==> config.mk <==
export PLATFORM = sky130hd
export DESIGN_NAME = seq_tx_flat
export DESIGN_NICKNAME = d
export VERILOG_FILES = /design/src/rtl/seq_tx_if.sv /design/src/rtl/seq_tx.sv /design/src/flat_wrapper.sv
export SDC_FILE = /design/constraint.sdc
export NUM_CORES = 1
export LEC_CHECK = 0
export CAP_MARGIN = 20
export CELL_PAD_IN_SITES_DETAIL_PLACEMENT = 1
export CELL_PAD_IN_SITES_GLOBAL_PLACEMENT = 2
export CORE_ASPECT_RATIO = 1.5
export CORE_MARGIN = 2
export CORE_UTILIZATION = 31
export CTS_CLUSTER_DIAMETER = 30
export DETAILED_ROUTE_END_ITERATION = 10
export PLACE_DENSITY = 0.81
export SYNTH_ARGS = -nofsm -noshare
export SYNTH_HDL_FRONTEND = slang
export SYNTH_SLANG_ARGS = --single-unit
export TNS_END_PERCENT = 20
==> constraint.sdc <==
create_clock -name clk -period 1.84 [get_ports clk]
set_input_delay 0.276 -clock clk [delete_from_list [all_inputs] [get_ports clk]]
set_output_delay 0.276 -clock clk [all_outputs]
set_load 0.01 [all_outputs]
==> src/rtl/seq_tx_if.sv <==
// Bundles the frame request inputs and the serial/status outputs of seq_tx.
// The master side requests frames, the slave side (the transmitter) serves them.
interface seq_tx_if #(
    parameter int WIDTH = 8
) ();
    localparam int LW = $clog2(WIDTH + 1);

    logic             start;
    logic [WIDTH-1:0] data;
    logic [LW-1:0]    len;
    logic             q;
    logic             busy;
    logic             done;

    modport master (
        output start, data, len,
        input  q, busy, done
    );

    modport slave (
        input  start, data, len,
        output q, busy, done
    );
endinterface

==> src/rtl/seq_tx.sv <==
// Serial frame transmitter: shifts out up to WIDTH bits LSB first, then holds
// the line low for GAP forced-idle cycles, then pulses done for one cycle.
// All outputs come straight from registers, so nothing from the request side
// reaches q, busy or done combinationally.
module seq_tx #(
    parameter int WIDTH = 8,
    parameter int GAP   = 2
) (
    input  logic     clk,
    input  logic     reset,
    seq_tx_if.slave  bus
);
    localparam int LW = $clog2(WIDTH + 1);
    localparam int GW = (GAP > 0) ? $clog2(GAP + 1) : 1;
    localparam int CW = (LW > GW) ? LW : GW;

    typedef enum logic [1:0] {
        S_IDLE  = 2'b00,
        S_SHIFT = 2'b01,
        S_GAP   = 2'b10
    } state_t;

    state_t           r_state;
    logic [WIDTH-1:0] r_shift;
    logic [CW-1:0]    r_cnt;
    logic             r_q;
    logic             r_busy;
    logic             r_done;

    logic [LW-1:0]    w_lenClamped;
    logic             w_accept;

    // Requests longer than the shift register are cut to WIDTH bits; a zero
    // length request is not a frame at all.
    assign w_lenClamped = (bus.len > LW'(WIDTH)) ? LW'(WIDTH) : bus.len;
    assign w_accept     = bus.start && (bus.len != '0);

    // Frame sequencer: r_cnt holds the bits still to send after the one on q,
    // and in S_GAP the idle cycles still to spend after the current one.
    always_ff @(posedge clk or negedge reset) begin
        if (!reset) begin
            r_state <= S_IDLE;
            r_shift <= '0;
            r_cnt   <= '0;
            r_q     <= 1'b0;
            r_busy  <= 1'b0;
            r_done  <= 1'b0;
        end else begin
            case (r_state)
                S_IDLE: begin
                    r_q    <= 1'b0;
                    r_busy <= 1'b0;
                    r_done <= 1'b0;
                    if (w_accept) begin
                        r_state <= S_SHIFT;
                        r_q     <= bus.data[0];
                        r_shift <= {1'b0, bus.data[WIDTH-1:1]};
                        r_cnt   <= CW'(w_lenClamped - LW'(1));
                        r_busy  <= 1'b1;
                    end
                end
                S_SHIFT: begin
                    r_done <= 1'b0;
                    if (r_cnt == '0) begin
                        r_q <= 1'b0;
                        if (GAP > 0) begin
                            r_state <= S_GAP;
                            r_cnt   <= CW'(GAP - 1);
                        end else begin
                            r_state <= S_IDLE;
                            r_busy  <= 1'b0;
                            r_done  <= 1'b1;
                        end
                    end else begin
                        r_q     <= r_shift[0];
                        r_shift <= {1'b0, r_shift[WIDTH-1:1]};
                        r_cnt   <= r_cnt - CW'(1);
                    end
                end
                S_GAP: begin
                    r_q    <= 1'b0;
                    r_done <= 1'b0;
                    if (r_cnt == '0) begin
                        r_state <= S_IDLE;
                        r_busy  <= 1'b0;
                        r_done  <= 1'b1;
                    end else begin
                        r_cnt <= r_cnt - CW'(1);
                    end
                end
                default: begin
                    r_state <= S_IDLE;
                    r_shift <= '0;
                    r_cnt   <= '0;
                    r_q     <= 1'b0;
                    r_busy  <= 1'b0;
                    r_done  <= 1'b0;
                end
            endcase
        end
    end

    assign bus.q    = r_q;
    assign bus.busy = r_busy;
    assign bus.done = r_done;
endmodule

==> src/flat_wrapper.sv <==
// flat-port wrapper written by rule: the top's interface ports become plain ports
module seq_tx_flat 
#(
    parameter int WIDTH = 8,
    parameter int GAP   = 2
)
  (clk, reset, bus_start, bus_data, bus_len, bus_q, bus_busy, bus_done);
  seq_tx_if #(.WIDTH(WIDTH)) bus_i ();
  input  logic clk;
  input  logic reset;
  input wire logic [$bits(bus_i.start)-1:0] bus_start;
  input wire logic [$bits(bus_i.data)-1:0] bus_data;
  input wire logic [$bits(bus_i.len)-1:0] bus_len;
  output wire logic [$bits(bus_i.q)-1:0] bus_q;
  output wire logic [$bits(bus_i.busy)-1:0] bus_busy;
  output wire logic [$bits(bus_i.done)-1:0] bus_done;
  assign bus_i.start = bus_start;
  assign bus_i.data = bus_data;
  assign bus_i.len = bus_len;
  assign bus_q = bus_i.q;
  assign bus_busy = bus_i.busy;
  assign bus_done = bus_i.done;
  seq_tx #(.WIDTH(WIDTH), .GAP(GAP)) u_core (.clk(clk), .reset(reset), .bus(bus_i));
endmodule
After elaboration in Yosys (flattened, before gate mapping)
Index checks and enable logic that the tools add are counted.

word-level totals
  register bits after elaboration = 17
  bits of input ports = 15
  logic and storage cells = 46

operators by class
  add/subtract/negate cells = 2
  magnitude comparators = 1
  equal/unequal tests = 7
  muxes and demuxes = 20
  bitwise operators = 2
  reductions and logical operators = 8

operator list
  cell                                                    count
  case mux 8 bit (3 select lines)                         1
  2-to-1 mux 4 bit                                        4
  2-to-1 mux 8 bit                                        2
  case mux 4 bit (3 select lines)                         1
  subtractor 4 x 1 -> 4 bit (second input constant)       2
  2-to-1 mux 1 bit                                        6
  2-to-1 mux 2 bit                                        3
  inequality test 2 x 1 -> 1 bit (second input constant)  3
  case mux 2 bit (3 select lines)                         1
  AND reduction 3 bit                                     2
  > comparator 4 bit (second input constant)              1
  logical NOT 4 bit                                       1
  inequality test 2 bit (second input constant)           2
  AND reduction 2 bit                                     2
  nonzero test 4 bit                                      1
  case mux 1 bit (3 select lines)                         1
  equality test 2 x 1 -> 1 bit (second input constant)    1
  equality test 2 bit (second input constant)             1
  logical NOT 2 bit                                       1
  NOT 1 bit                                               2
  case mux 1 bit (2 select lines)                         1
  logical AND 1 bit                                       1

Depth between registers and ports, before layout
  word-level depth = 5
  mapped depth = 8
  depth with buffers taken out = 6

Worst setup path after synthesis
Ideal clock, no wire load.

  path type = reg2reg
  start point = register u_core.r_cnt[0]
  end point = register u_core.r_shift[0]
  library setup time = 118 ps
  data arrival time = 1,572 ps
  data required time = 1,722 ps
  slack = 150 ps
  stages on the path, launching flop included = 8
  path buffers = 1
  period minus slack after synthesis = 1,690 ps
  cells stage by stage = dfrtp_1 inv_1 ha_1 or3b_1 clkbuf_2 nor2b_1 a22o_1 a21o_1

between the ends
  cells in the longest elaborated chain, start to end = 3

RTL lines
  item                                    line          text
  from (decl)                             seq_tx.sv:25  logic [CW-1:0] r_cnt;
  from (signal assigned)                  seq_tx.sv:58  r_cnt <= CW'(w_lenClamped - LW'(1));
  from (signal assigned)                  seq_tx.sv:68  r_cnt <= CW'(GAP - 1);
  from (signal assigned)                  seq_tx.sv:77  r_cnt <= r_cnt - CW'(1);
  logical NOT 4 bit                       seq_tx.sv:64  if (r_cnt == '0) begin
  inequality test 2 bit (no source line)  n/a
  AND reduction 3 bit (no source line)    n/a
  to (signal assigned)                    seq_tx.sv:57  r_shift <= {1'b0, bus.data[WIDTH-1:1]};
  to (signal assigned)                    seq_tx.sv:76  r_shift <= {1'b0, r_shift[WIDTH-1:1]};
  to (decl)                               seq_tx.sv:24  logic [WIDTH-1:0] r_shift;

Every way passes these cells.
A chain may end at the register's enable or synchronous reset.

Worst setup path after layout
  start point = register u_core.r_cnt[1]
  end point = register u_core.r_shift[0]

The elaborated chain is that of the path after synthesis.

==> reports/summary.json <==
{
  "drive_gt1_share": {"value": 14.5, "unit": "%"},
  "synth.mux.area_fraction": {"value": 2.13, "unit": "%"},
  "drv.max_cap_violation_count": {"value": 0},
  "timing.final.hold_violations": {"value": 0},
  "areaGrowthSynthToFinish": {"value": 33.7, "unit": "%"},
  "synth_compound_area_share": {"value": 26.4, "unit": "%"},
  "ys_warn_count": {"value": 0},
  "power.switching": {"value": 749, "unit": "µW"},
  "crit_fanout": {"value": 5},
  "synth_simple_gate_area_share": {"value": 18.5, "unit": "%"},
  "first_global_vias": {"value": 939},
  "clk_root_buffer_cell": {"value": "sky130_fd_sc_hd__clkbuf_8"},
  "initial_core_util": {"value": 32.3, "unit": "%"},
  "cts_hold_buf": {"value": 0},
  "timing.clock.skew": {"value": 0.00325, "unit": "ns"},
  "cells_after_synth": {"value": 99},
  "synth_top_cells_by_count": {"value": "16 x sky130_fd_sc_hd__dfrtp_1, 7 x sky130_fd_sc_hd__a21oi_1, 6 x sky130_fd_sc_hd__nor2_1"},
  "dieWidth": {"value": 49.0, "unit": "µm"},
  "path_cells": {"value": "inv_1, ha_2, or3b_4, nor2b_1, a22o_1, a21o_1"},
  "p_leak": {"value": 0.560, "unit": "nW"},
  "cts_made_buffers": {"value": 3},
  "synth.cell_area": {"value": 940, "unit": "µm²"},
  "grt_use_met3": {"value": 2.92, "unit": "%"},
  "maxClockFrequency": {"value": 0.576, "unit": "GHz"},
  "worst_pin_slew": {"value": 0.439, "unit": "ns"},
  "yosys.area.top_type_share": {"value": 42.6, "unit": "%"},
  "clk_pin_slew_worst_paths": {"value": 0.06, "unit": "ns"},
  "post_synth_num_cell_types": {"value": 34},
  "holdCritPathClass": {"value": "in -> async"},
  "cp-end-kind": {"value": "flop"},
  "detailedRoute.firstPassIterationCount": {"value": 2},
  "die_height": {"value": 71.4, "unit": "µm"},
  "cts_setup_buffers": {"value": 0},
  "synth_xor_area_share": {"value": 1.86, "unit": "%"},
  "finalWeightedCongestion": {"value": 0.855},
  "grt_antenna_before_repair": {"value": 0},
  "wl_per_cell": {"value": 14.6, "unit": "µm"},
  "port_buffers": {"value": 17},
  "grt_pass1_wl": {"value": 4.35, "unit": "mm"},
  "grt_start_max_net_pins": {"value": 17},
  "grt_use_met2": {"value": 32.3, "unit": "%"},
  "final.min_clock_period": {"value": 1.74, "unit": "ns"},
  "global_route.usage.met1": {"value": 15.9, "unit": "%"},
  "dp_worst_setup_slack": {"value": -0.0426, "unit": "ns"},
  "postRouteWirelength": {"value": 2.38, "unit": "mm"},
  "dp.final_hpwl": {"value": 1.92, "unit": "mm"},
  "groute.usage.overall": {"value": 16.5, "unit": "%"},
  "timing.final.max_slew_violations": {"value": 0},
  "placed_cells_incl_taps": {"value": 160},
  "cts_resized": {"value": 0},
  "syn_avg_cell_area": {"value": 9.49, "unit": "µm²"},
  "critPathMaxStageDelay": {"value": 0.40, "unit": "ns"},
  "swShare": {"value": 40.3, "unit": "%"},
  "vdd_ir_drop_max": {"value": 0.655, "unit": "mV"},
  "rsz_0062_raised_after_global_routing": {"value": "no"},
  "worstSetupPathType": {"value": "reg -> reg"},
  "synth-adder-area-share": {"value": 3.99, "unit": "%"},
  "die-area": {"value": 0.00350, "unit": "mm²"},
  "critPathTopFamily": {"value": "simple AND/OR/NAND/NOR gates"},
  "internal_power": {"value": 1.11, "unit": "mW"},
  "timing.final.ws_setup": {"value": 0.103, "unit": "ns"},
  "pin_count": {"value": 18},
  "final_net_count": {"value": 144},
  "synth.top_cells.by_area": {"value": "sky130_fd_sc_hd__dfrtp_1 43%, sky130_fd_sc_hd__a22o_1 4.7%, sky130_fd_sc_hd__a21o_1 4.0%"},
  "final_worst_path_period_share": {"value": 94.4, "unit": "%"},
  "outcome": {"value": "complete, no violations"},
  "clock_tree.buffer_depth": {"value": 2},
  "ys_ff_latch": {"value": 16},
  "final_cells": {"value": 163},
  "yosysSeqAreaShare": {"value": 42.6, "unit": "%"},
  "slew_headroom": {"value": 70.8, "unit": "%"},
  "power.density_cell_area": {"value": 1480, "unit": "mW/mm²"},
  "power.share.combinational": {"value": 49.4, "unit": "%"},
  "vias_per_cell": {"value": 5.18},
  "worst_ep_required_time": {"value": 1.99, "unit": "ns"},
  "synthesized_nets": {"value": 117},
  "total_number_of_vias": {"value": 845},
  "post-synth-top-count-cell": {"value": "sky130_fd_sc_hd__dfrtp_1"},
  "sink_count_of_the_clock_tree": {"value": 16},
  "critPathArrivalTime": {"value": 1.89, "unit": "ns"},
  "global_route.peak_usage_layer": {"value": "met2"},
  "setup.worst_path.start_class": {"value": "flop"},
  "count_of_antenna_diodes_in_the_layout": {"value": 0},
  "asyncSetResetFlopFracSynth": {"value": 100, "unit": "%"},
  "netlist.top_cell.by_area": {"value": "sky130_fd_sc_hd__dfrtp_1"},
  "ys.flop_type": {"value": "sky130_fd_sc_hd__dfrtp_1"},
  "crit_path_top_delay_cell": {"value": "sky130_fd_sc_hd__or3b_4"},
  "drc": {"value": 0},
  "crit_buf_inv": {"value": 1},
  "drtAntennaViolNets": {"value": 0},
  "overflow": {"value": 0},
  "filler_cell_count": {"value": 356},
  "number_of_enable_flip_flop_cells_after_synthesis": {"value": 0},
  "setup_viol_count_final": {"value": 0},
  "cts.htree.levels": {"value": 1},
  "core_area": {"value": 0.00291, "unit": "mm²"},
  "clk_latency": {"value": 0.26, "unit": "ns"},
  "std_cell_rows": {"value": 24},
  "cts_tree": {"value": "done"},
  "p_clk_share": {"value": 14.4, "unit": "%"},
  "first_iter_violations": {"value": 7},
  "flop_pwr_share": {"value": 36.1, "unit": "%"},
  "main_combinational_cell_family_by_area_after_synthesis": {"value": "compound AO/OA/AOI/OAI gates"}
}
## metrics by stage
stage | power [mW] | TNS (ns) | hold slack (ns) | cell area (µm²) | util (%)
global route | 2.04 | 0 | 0.371 | 1260 | 43.1
floorplan | 1.27 | 0 | -0.0196 | 940 | -
detailed placement | 1.59 | -0.0633 | 0.469 | 1210 | 41.5
global placement | 1.55 | -0.00130 | 0.462 | 1210 | 41.5
finish | 1.86 | 0 | 0.341 | 1260 | 43.1
CTS | 1.88 | 0 | 0.347 | 1250 | 43.0
## layout by cell type (no fill, tap or decap), types with 3 or more instances in the layout
cell | netlist | final
sky130_fd_sc_hd__nor2_1 | 6 | 6
sky130_fd_sc_hd__nor3_1 | 5 | 5
sky130_fd_sc_hd__nand2b_1 | 4 | 4
sky130_fd_sc_hd__buf_4 | 1 | 10
sky130_fd_sc_hd__inv_1 | 5 | 5
sky130_fd_sc_hd__a21o_1 | 5 | 5
sky130_fd_sc_hd__nand2_1 | 5 | 5
sky130_fd_sc_hd__nor2b_1 | 3 | 3
sky130_fd_sc_hd__nand3_1 | 5 | 5
sky130_fd_sc_hd__clkbuf_8 | 0 | 3
sky130_fd_sc_hd__o21ai_0 | 5 | 5
sky130_fd_sc_hd__clkdlybuf4s50_1 | 0 | 17
sky130_fd_sc_hd__a22o_1 | 5 | 5
sky130_fd_sc_hd__a21oi_1 | 7 | 7
sky130_fd_sc_hd__dfrtp_1 | 16 | 16
## sequential cells by signal, summed over array words and instances (netlist names)
register / cells
u_core.r_cnt: 4
u_core.r_state: 2
u_core.bus.done: 1
u_core.bus.q: 1
u_core.bus.busy: 1
u_core.r_shift: 7
## kinds of logic (layout without fill, tap and decap cells)
family	count (synthesis)	after routing
buf+inv	10	35
fa+ha+maj	3	3
mux	2	2
compound gates	33	33
simple gates	33	33
flops	16	16
xor+xnor	2	2
## power by group through the flow
stage	Clock (mW)	Combinational [mW]	Sequential [mW]
floorplan	0	0.667	0.607
global placement	0	0.884	0.670
detailed placement	0	0.918	0.675
CTS	0.279	0.926	0.671
global route	0.293	1.05	0.701
finish	0.268	0.918	0.670
## worst paths after layout
kind	slack [ns]	cells after the start	startpoint	to
worst max-delay path	0.10	6	u_core.r_cnt[1]	u_core.r_shift[0]
worst min-delay path	0.34	2	reset	u_core.r_shift[0]
worst max register to register	0.10	6	u_core.r_cnt[1]	u_core.r_shift[0]
worst min register to register	0.48	1	u_core.r_shift[4]	u_core.r_shift[4]
max in group asynchronous	1.31	2	reset	u_core.r_state[0]
min in group clk	0.48	1	u_core.r_shift[4]	u_core.r_shift[4]
## layout make-up
class                      instances  area [µm²]  share of cell area, %
multi-input combinational         73         502                   39.9
sequential                        16         400                   31.9
timing repair buffer              27         245                   19.5
tap                               39        48.8                   3.88
clock buffer                       3        41.3                   3.29
inverter                           5        18.8                   1.49
## metal layers
layer | vias up | routed length (µm)
li1 | 410 | -
met1 | 406 | 859
met2 | 20 | 1370
met3 | 9 | 70
met4 | 0 | 80
met5 | - | 0
Power figures use the tool's default switching activity.
==> RTL edit, RTL diff (same settings) <==
`WIDTH` is set to 8 in 3 places; all go to 16.
--- a/src/rtl/seq_tx_if.sv
+++ b/src/rtl/seq_tx_if.sv
@@ -1,7 +1,7 @@
 // Bundles the frame request inputs and the serial/status outputs of seq_tx.
 // The master side requests frames, the slave side (the transmitter) serves them.
 interface seq_tx_if #(
-    parameter int WIDTH = 8
+    parameter int WIDTH = 16
 ) ();
     localparam int LW = $clog2(WIDTH + 1);
 
--- a/src/rtl/seq_tx.sv
+++ b/src/rtl/seq_tx.sv
@@ -3,7 +3,7 @@
 // All outputs come straight from registers, so nothing from the request side
 // reaches q, busy or done combinationally.
 module seq_tx #(
-    parameter int WIDTH = 8,
+    parameter int WIDTH = 16,
     parameter int GAP   = 2
 ) (
     input  logic     clk,
--- a/src/flat_wrapper.sv
+++ b/src/flat_wrapper.sv
@@ -1,7 +1,7 @@
 // flat-port wrapper written by rule: the top's interface ports become plain ports
 module seq_tx_flat 
 #(
-    parameter int WIDTH = 8,
+    parameter int WIDTH = 16,
     parameter int GAP   = 2
 )
   (clk, reset, bus_start, bus_data, bus_len, bus_q, bus_busy, bus_done);
Ports: changed (resized bus_data and bus_len); port bits go from 18 to 27. No check against the original RTL was run, so the function may have changed too.
==> RTL edit against the original RTL <==
- the flow now finishes with violations (design-rule violations)
- setup slack worse by 94 ps
- hold slack improved by 26 ps
- synthesized area rose by 49%
- core utilization increased by 2.0 points
- maximum frequency decreased by 5.1%
- design area grew 54%
- clock skew is 2.2 ps higher
- count of clock-buffer cells in the layout rose by 1
- wire length is 71% higher
- global-route usage increased by 0.56 points
- sequential cell count is 9 higher
- power increased by 44%
- synthesized cell count increased by 38%
==> RTL edit: results (changes against the original RTL) <==
----------------------------------------------------
[Run status]
  Outcome ... finished with violations (was finished clean)
  Violated checks ... design-rule violations

[Logic synthesis]
  Seq/Total Area, Yosys ... 44.7% (was 42.6%)
  Number of distinct standard cells referenced by the synthesized netlist ... 37 (was 34)
  Average cell area after synthesis ... 10.2 um^2 (was 9.49 um^2)
  List of most frequent post-synthesis cells ... sky130_fd_sc_hd__dfrtp_1 (25), sky130_fd_sc_hd__a221o_1 (14), sky130_fd_sc_hd__and3_1 (14), sky130_fd_sc_hd__a21oi_1 (11), sky130_fd_sc_hd__o21ai_0 (8) (was sky130_fd_sc_hd__dfrtp_1 (16), sky130_fd_sc_hd__a21oi_1 (7), sky130_fd_sc_hd__nor2_1 (6))

[Global route]
  All-layer global routing usage ... 17.0% (was 16.5%)
  First-pass GRT wire length ... 6760 um (was 4350 um)
  Via count of the first global-routing pass ... 1472 (was 939)
  Pin count of the biggest net entering global routing ... 26 (was 17)

[Layout]
  Filler cells ... 490 (was 356)
  Final layout net count ... 209 (was 144)

[Placement]
  DP HPWL ... 3120 um (was 1920 um)
  Post-place setup slack ... -208 ps (was -42.6 ps)
  Gp weighted congestion ... 0.812 (was 0.855)
  PortBufs ... 26 (was 17)
  Number of placed cells counting well taps ... 223 (was 160)

[STA]
  Final worst clock skew ... 5.45 ps (was 3.25 ps)
  Slew at the pin with the worst max-slew slack ... 600 ps (was 439 ps)
  Maximum achievable frequency ... 546 MHz (was 576 MHz)
  Hold slack final ... 367 ps (was 341 ps)

[Critical path]
  Maximum net fanout on the critical path ... 7 (was 5)
  Max stage delay cell, worst path ... sky130_fd_sc_hd__or4b_4 (was sky130_fd_sc_hd__or3b_4)
  Worst reg2reg endpoint ... u_core.r_shift[1]$_DFFE_PN0P_ (was u_core.r_shift[0]$_DFFE_PN0P_)
  Peak per-stage delay on the critical path ... 500 ps (was 400 ps)
  Worst reg-to-reg setup slack ... 9 ps (was 100 ps)

[Power]
  Psw ... 1.04 mW (was 0.749 mW)
  Reported leakage power ... 0.864 nW (was 0.560 nW)
  IR drop worst, VDD ... 0.579 mV (was 0.655 mV)

[Routing]
  Routed length on met1 ... 1660 um (was 859 um)
  Detailed-route via count ... 1290 (was 845)
  Remaining DRCs ... 2 (was 0)
  Detailed Routing Iterations Pass 1 ... 7 (was 2)
  WL met2 ... 2210 um (was 1370 um)

[CTS]
  Clk slew on worst S/H paths ... 90 ps (was 60 ps)

----------------------------------------------------
RTL edit: logic make-up (layout without fill, tap and decap cells):
logic type                 after synthesis  count (layout)  synth area share, %
and+or+nand+nor                         47              47                 20.8
muxes                                    3               3                 2.15
xor gates and xnor gates                 1               1                0.626
adders and majority gates                2               2                 1.79
buffers and inverters                   13              57                 4.29
DFF                                     25              25                 44.7
AOI/OAI and AO/OA                       46              47                 25.6
RTL edit: layer usage:
layer | global-route usage [%] | vias to the layer above
met1 | 19.5 | 647
met2 | 30.9 | 23
li1 | - | 616
met5 | 0 | -
met3 | 2.54 | 4
met4 | 6.40 | 0
RTL edit: cell type report:
type                            count  area [um^2]  share of cell area, %
Sequential cell                    25          626                   32.4
Tap cell                           46         57.6                   2.98
Timing Repair Buffer               49          433                   22.4
Multi-Input combinational cell    100          757                   39.2
Inverter                            4         15.0                  0.777
Clock buffer                        4         45.0                   2.33
RTL edit: through the flow:
| stage | area (um^2) | setup TNS (ps) |
|---|---|---|
| final | 1930 | 0 |
| after global routing | 1930 | -360 |
| after global placement | 1870 | -2250 |
| after CTS | 1920 | 0 |
| after floorplan | 1430 | 0 |
| after detailed placement | 1870 | -3260 |
RTL edit: timing repair:
| action | 4_1_cts | 5_1_grt |
|---|---|---|
| cloned | 0 | 1 |
| pin swaps | 1 | 1 |
| resized for setup | 4 | 0 |
| endpoints found under the setup margin | 16 | 15 |
RTL edit: power groups by stage:
stage	registers, mW	clock network, mW	logic (mW)
finish	0.976	0.322	1.37
global route	0.998	0.359	1.51
CTS	0.971	0.337	1.36
detailed placement	0.976	0	1.33
global placement	0.962	0	1.26
floorplan	0.904	0	0.915
